[src/rtl/cpu_pkg.sv]
// Shared CPU definitions: fetch FSM states, pending PC-update kinds,
// opcode-class constants and default widths.
package cpu_pkg;

   localparam int PC_W_DEF = 8;
   localparam int IR_W_DEF = 8;

   // Opcode classes decoded from Opcode[7:4] by the controller.
   localparam logic [3:0] OP_HALT = 4'hF;
   localparam logic [3:0] OP_JZR  = 4'h6;
   localparam logic [3:0] OP_JZI  = 4'h7;
   localparam logic [3:0] OP_JCR  = 4'h8;
   localparam logic [3:0] OP_JCI  = 4'hA;

   typedef enum logic {
      IDLE,
      WAIT
   } fetch_state_t;

   // A PC update requested while a fetch is outstanding.
   typedef enum logic [1:0] {
      PEND_NONE,
      PEND_INC,
      PEND_LOAD
   } pend_kind_t;

endpackage

[src/rtl/rise_detect.sv]
// Single-bit rising-edge detector for the controller's level strobes.
module rise_detect (
   input  logic clk,
   input  logic level,
   output logic rise
);

   logic level_q;

   // Previous level is tracked in every cycle, reset included: a strobe that is
   // already high when reset releases therefore does not count as an edge.
   always_ff @(posedge clk) begin
      // NOTE: clocked state is always written with <= so every flop samples
      // pre-edge values regardless of statement order.
      level_q <= level;
   end

   assign rise = level & ~level_q;

endmodule

[src/rtl/instr_fetch_unit.sv]
// Instruction fetch back end: PC, instruction register and ROM req/ack port,
// driven by the controller's LoadIR/IncPC/LoadPC/SelPC strobes.
// Optional feature macro: HALT_DETECT_EN (adds sticky `halted` output that
// freezes the unit after fetching an OP_HALT-class instruction).
module instr_fetch_unit
   import cpu_pkg::*;
#(
   parameter int              PC_W     = PC_W_DEF,
   parameter int              IR_W     = IR_W_DEF,
   parameter int              ACK_TMO  = 15,
   parameter logic [PC_W-1:0] RESET_PC = '0
) (
   input  logic            clk,
   input  logic            reset,
   input  logic            LoadIR,
   input  logic            IncPC,
   input  logic            LoadPC,
   input  logic            SelPC,
   input  logic [3:0]      RegData,
   output logic            imem_req,
   output logic [PC_W-1:0] imem_addr,
   input  logic [IR_W-1:0] imem_rdata,
   input  logic            imem_ack,
   output logic [IR_W-1:0] Opcode,
`ifdef HALT_DETECT_EN
   output logic            halted,
`endif
   output logic            ir_valid,
   output logic [PC_W-1:0] pc,
   output logic            fetch_err
);

   localparam int TMO_W = $clog2(ACK_TMO + 1);

   logic load_ir_raw, inc_pc_raw, load_pc_raw;
   logic load_ir_rise, inc_pc_rise, load_pc_rise;

   rise_detect u_rise_load_ir (.clk(clk), .level(LoadIR), .rise(load_ir_raw));
   rise_detect u_rise_inc_pc  (.clk(clk), .level(IncPC),  .rise(inc_pc_raw));
   rise_detect u_rise_load_pc (.clk(clk), .level(LoadPC), .rise(load_pc_raw));

`ifdef HALT_DETECT_EN
   assign load_ir_rise = load_ir_raw & ~halted;
   assign inc_pc_rise  = inc_pc_raw  & ~halted;
   assign load_pc_rise = load_pc_raw & ~halted;
`else
   assign load_ir_rise = load_ir_raw;
   assign inc_pc_rise  = inc_pc_raw;
   assign load_pc_rise = load_pc_raw;
`endif

   fetch_state_t     state, state_nxt;
   logic [TMO_W-1:0] tmo_cnt;
   pend_kind_t       pend_kind, pend_kind_eff;
   logic [3:0]       pend_tgt, pend_tgt_eff;
   logic [3:0]       load_src;
   logic             fetch_ok, fetch_tmo, fetch_end;

   // Jump target chosen by SelPC: immediate operand or register value.
   assign load_src  = SelPC ? Opcode[3:0] : RegData;
   assign fetch_ok  = (state == WAIT) && imem_ack;
   assign fetch_tmo = (state == WAIT) && !imem_ack && (tmo_cnt == TMO_W'(ACK_TMO - 1));
   assign fetch_end = fetch_ok || fetch_tmo;

   // The request is exactly the WAIT state, so the address cannot move under it.
   assign imem_req = (state == WAIT);

   // FSM state register.
   always_ff @(posedge clk) begin
      if (reset) state <= IDLE;
      else       state <= state_nxt;
   end

   // FSM next state: launch on a LoadIR edge, return on ack or timeout.
   always_comb begin
      // NOTE: every combinational output gets a default first so no path
      // leaves it unassigned and infers a latch.
      state_nxt = state;
      case (state)
         IDLE:    if (load_ir_rise) state_nxt = WAIT;
         WAIT:    if (fetch_end)    state_nxt = IDLE;
         default: state_nxt = IDLE;
      endcase
   end

   // Merge this cycle's PC strobes into the pending slot; LoadPC outranks IncPC.
   always_comb begin
      pend_kind_eff = pend_kind;
      pend_tgt_eff  = pend_tgt;
      if (load_pc_rise) begin
         pend_kind_eff = PEND_LOAD;
         pend_tgt_eff  = load_src;
      end else if (inc_pc_rise && pend_kind != PEND_LOAD) begin
         pend_kind_eff = PEND_INC;
      end
   end

   // Datapath: PC, IR, address, timeout counter, pending update, sticky error.
   always_ff @(posedge clk) begin
      if (reset) begin
         pc        <= RESET_PC;
         Opcode    <= '0;
         ir_valid  <= 1'b0;
         imem_addr <= '0;
         fetch_err <= 1'b0;
         tmo_cnt   <= '0;
         pend_kind <= PEND_NONE;
         pend_tgt  <= '0;
      end else begin
         case (state)
            IDLE: begin
               if (load_ir_rise) begin
                  ir_valid  <= 1'b0;
                  imem_addr <= pc;
                  tmo_cnt   <= '0;
               end
               // The fetch above already latched the old pc as its address.
               if (load_pc_rise)     pc <= PC_W'(load_src);
               else if (inc_pc_rise) pc <= pc + PC_W'(1);
            end
            WAIT: begin
               if (fetch_end) begin
                  pend_kind <= PEND_NONE;
                  if (pend_kind_eff == PEND_LOAD)     pc <= PC_W'(pend_tgt_eff);
                  else if (pend_kind_eff == PEND_INC) pc <= pc + PC_W'(1);
                  if (fetch_ok) begin
                     Opcode   <= imem_rdata;
                     ir_valid <= 1'b1;
                  end else begin
                     fetch_err <= 1'b1;
                  end
               end else begin
                  pend_kind <= pend_kind_eff;
                  pend_tgt  <= pend_tgt_eff;
                  tmo_cnt   <= tmo_cnt + TMO_W'(1);
               end
            end
            default: ;
         endcase
      end
   end

`ifdef HALT_DETECT_EN
   // Sticky halt: set when a completed fetch returns a halt-class instruction.
   always_ff @(posedge clk) begin
      if (reset)                                        halted <= 1'b0;
      else if (fetch_ok && imem_rdata[7:4] == OP_HALT) halted <= 1'b1;
   end
`endif

endmodule

[config.mk]
export PLATFORM = sky130hd
export DESIGN_NAME = instr_fetch_unit
export DESIGN_NICKNAME = d
export VERILOG_FILES = /design/src/rtl/cpu_pkg.sv /design/src/rtl/rise_detect.sv /design/src/rtl/instr_fetch_unit.sv
export SDC_FILE = /design/constraint.sdc
export NUM_CORES = 1
export LEC_CHECK = 0
export CAP_MARGIN = 15
export CORE_AREA = 2 2 70 78
export DETAILED_ROUTE_END_ITERATION = 10
export DIE_AREA = 0 0 72 80
export HOLD_SLACK_MARGIN = 0.03
export SKIP_LAST_GASP = 1
export SLEW_MARGIN = 5
export SYNTH_ARGS = -nofsm -noshare
export SYNTH_HDL_FRONTEND = slang
export SYNTH_SLANG_ARGS = --single-unit
[constraint.sdc]
create_clock -name clk -period 1.79 [get_ports clk]
set_input_delay 0.4475 -clock clk [delete_from_list [all_inputs] [get_ports clk]]
set_output_delay 0.4475 -clock clk [all_outputs]
set_load 0.05 [all_outputs]
==> results.txt <==
- The flow ran to the end, and the final reports show no timing, DRC or antenna violations.
* Yosys Warn Count: 0
- In the post-route analysis, the smallest setup slack over all paths is 0.0299 ns.
- For this run, design rule violations remaining after detail routing come to 0.
* Worst setup EP type: flip-flop
* Synth Area in XOR/XNOR: 0.0197
- Delay of the slowest cell on the worst path: 0.42 ns
- The analysis attributes to cell leakage a power of between 0.001 and 0.0015 uW.
- Before antenna repair, the detailed router went through 4 iterations.
- Max-slew headroom at the worst pin: 0.679
- Final antenna-violating net count: 0
- The area growth from synthesis to layout is 46.6%.
- Maximum number of pins on one net before global-route repair: 20
- Clock tree synthesis selected as its root buffer the cell clkbuf_8.
- Routed wirelength normalized by instance count: between 10 and 15 um
- Global placement routability congestion: 0.820
- Final hold analysis gives a worst-case slack of about 0.46 ns.
* Slowest-stage cell, CP: clkdlybuf4s50_1
- Number of antenna violations at the first check in global routing: 0
* Final-layout setup total negative slack: 0 ns
- In this run the worst path has a maximum fanout of 5.
- The worst setup path is launched from a primary input.
- Seq cells post-synth: 40
- At the pin with the least slew margin, the transition time is 0.482 ns.
- Skew-Pair Late Insertion Delay: a little under 0.3 ns
- Of the total synthesized cell area, the portion taken by AND, OR, NAND and NOR gates is 0.231.
* Total number of H-tree levels: 2
* CTS buffer count: 5
- The clock drives 40 sinks.
* Number of buffers on the longest clock path: 2
- The die covers 5760 sq um.
* Number of cells produced by synthesis: roughly 200
- After detailed routing, the number of vias per cell comes to 5.09.
- The total area inside the core boundary comes to slightly below 5000 sq um.
- The share of the synthesized area in compound gates (AO/OA/AOI/OAI) came to 0.157.
- Total Routing Usage GR: 0.158
- Critical Path AT: slightly below 2 ns
* DRC marker count from the first detailed-route iteration: 80
- Net count reported at finish: between 200 and 300
* Max capacitance violation total: 0
- Hold repair after CTS inserted 0 buffers.
- I/O pins: 46
- Among all flip-flop cells after synthesis, the most frequent one is dfxtp_1.
- Largest vdd supply drop: ~0.00050 V
- Tcrit/Tclk final: 0.983
- Share of synthesized area spent on multiplexers: 0.0797
* Slew Limit Fails: 0
- Synthesized-area fraction occupied by adder cells: 0.0212
* Leading post-synthesis cells by instance count: dfxtp_1, nor2_1, a21oi_1, nand3_1
- Once detailed placement completed, the half-perimeter wirelength came to around 3200 um.
- Wires add up to approximately 4200 um.
* Via count of the first global-routing pass: about 1600
- Number of distinct library cells after synthesis: 34
- Hold crit path type: flip-flop to flip-flop
* Ratio of cells with drive above 1 in the final layout: 0.269
* Biggest area contributors in the synthesized netlist: dfxtp_1, mux2i_1, nor2_1, a21oi_1, nand3_1
- Die span in x: approximately 70 um
- Die boundary height: around 80 um
- Worst-case clock skew: between 0.003 and 0.004 ns
- Wire length of the first global-routing pass: 7180 um
- The initialized floorplan defines 27 standard-cell rows.
- Sequential cell area fraction in the yosys report: 0.451
- Count of input and output buffers: 45
- TritonCTS built the clock tree.
- Effective utilization at floorplan: 0.357
- Via count: around 1600
- By startpoint and endpoint, the worst setup path is classified as primary input to flip-flop.
* Dominant combinational cell family by area after synthesis: simple AND/OR/NAND/NOR gates
- Among all cell types in the netlist, the one instantiated most often is dfxtp_1.
- Based on the critical path, the design can be clocked at up to around 0.57 GHz.
* Library cell occupying the most area in the post-synthesis netlist: dfxtp_1
- Reg clk slew, reported paths: 0.07 ns
- The final count of hold timing violations is 0.
* Ordered cell list for the critical path: clkdlybuf4s50_1 > nor2b_4 > buf_4 > or2_4 > or3_4 > o32ai_2
* Antenna Diode Count: 0
- Power per standard cell area: roughly 760 nW/um^2
- For this run, the share of the core covered by cells in the final layout is 0.524.
- Timing analysis after detailed placement gives a worst setup slack of -0.414 ns.
- Total setup violations reported at the end of the flow: 0
- Post-synth top area share: 0.451
- Counting flops with an async set or reset pin after synthesis yields a share of 0.
* Mapped Area: between 1500 and 2000 sq um
- Data required time at the worst endpoint: 1.99 ns
* Syn_area_per_cell: around 9.0 sq um
- Synthesis produced a netlist with a net count of 220.
- Minimum clock period after layout: 1.76 ns
- Number of synthesized flops with an enable pin: 0
- Global routing finished with a remaining overflow of 0.
==> final timing paths <==
path | from | to | slack (ns) | depth (start not counted)
max reg2reg | tmo_cnt[0] | pc[5] | 0.15 | 7
max | LoadPC | pc[5] | 0.03 | 6
min reg2reg | Opcode[5] | Opcode[5] | 0.46 | 2
min | Opcode[5] | Opcode[5] | 0.46 | 2
==> report_power, final <==
part	switching, uW	internal, uW	leakage [uW]
clock network	306	414	0.0000552
logic	161	147	0.000687
registers	23.4	913	0.000326
total	491	1470	0.00107
==> per-stage QoR <==
stage | cells | power (uW) | area [sq um]
after detailed placement | 313 | 1260 | 2440
after CTS | 321 | 1980 | 2560
final | 322 | 1960 | 2600
after global placement | 313 | 1260 | 2440
after floorplan | 198 | 1120 | 1780
after global routing | 322 | 2050 | 2600
==> sequential cells by signal (all words and copies together), names as in the netlist <==
| signal | cells |
|---|---|
| Opcode | 8 |
| fetch_err | 1 |
| imem_addr | 8 |
| imem_req | 1 |
| ir_valid | 1 |
| pc | 8 |
| pend_kind | 2 |
| pend_tgt | 4 |
| tmo_cnt | 4 |
| u_rise_inc_pc.level_q | 1 |
| u_rise_load_ir.level_q | 1 |
| u_rise_load_pc.level_q | 1 |
==> per-layer routing <==
layer / share of wire / routed length, um / GRT usage / up-vias
li1: - / - / - / 843
met1: 0.46 / 1980 / 0.207 / 754
met2: 0.48 / 2030 / 0.248 / 39
met3: 0.047 / 200 / 0.0404 / 2
met4: 0.0097 / 41 / 0.0585 / 0
met5: 0 / 0 / 0 / -
==> area by class of cell <==
type | instances | area (sq um)
sequential | 40 | 805
fill | 478 | 2360
clock buffer | 6 | 72.6
timing repair buffer | 70 | 658
tap | 58 | 72.6
clock inverter | 2 | 35.0
multi-input combinational | 144 | 951
inverter | 2 | 7.51
==> worst max-delay path: cells and delay by family <==
| kind | cells | cell delay, ns |
|---|---|---|
| and+or+nand+nor | 3 | 0.77 |
| AOI/OAI and AO/OA | 1 | 0.19 |
| buffers and inverters | 2 | 0.56 |
==> cells by family after synthesis <==
logic type,Yosys count
fa+ha+maj,3
compound gates,41
xor+xnor,4
flops,40
simple gates,82
buf+inv,14
mux,14
==> placed cells by master, fill, tap and decap left out, types with 4 or more instances in the layout <==
master / count
buf_4: 45
dfxtp_1: 37
nor2_1: 23
clkdlybuf4s50_1: 18
a21oi_1: 17
nand3_1: 14
mux2i_1: 13
nand2_1: 13
a211oi_1: 7
buf_12: 7
nor3_1: 6
nand2b_1: 5
and3_1: 5
clkbuf_8: 5
o31ai_1: 4
a22oi_1: 4
xor2_1: 4
==> repair_timing <==
action	CTS	global route
buffers inserted	0	1
gates cloned	0	0
endpoints found under the setup margin	9	3
resized for setup	3	5
Note: power is estimated with default switching activity, not from simulation.
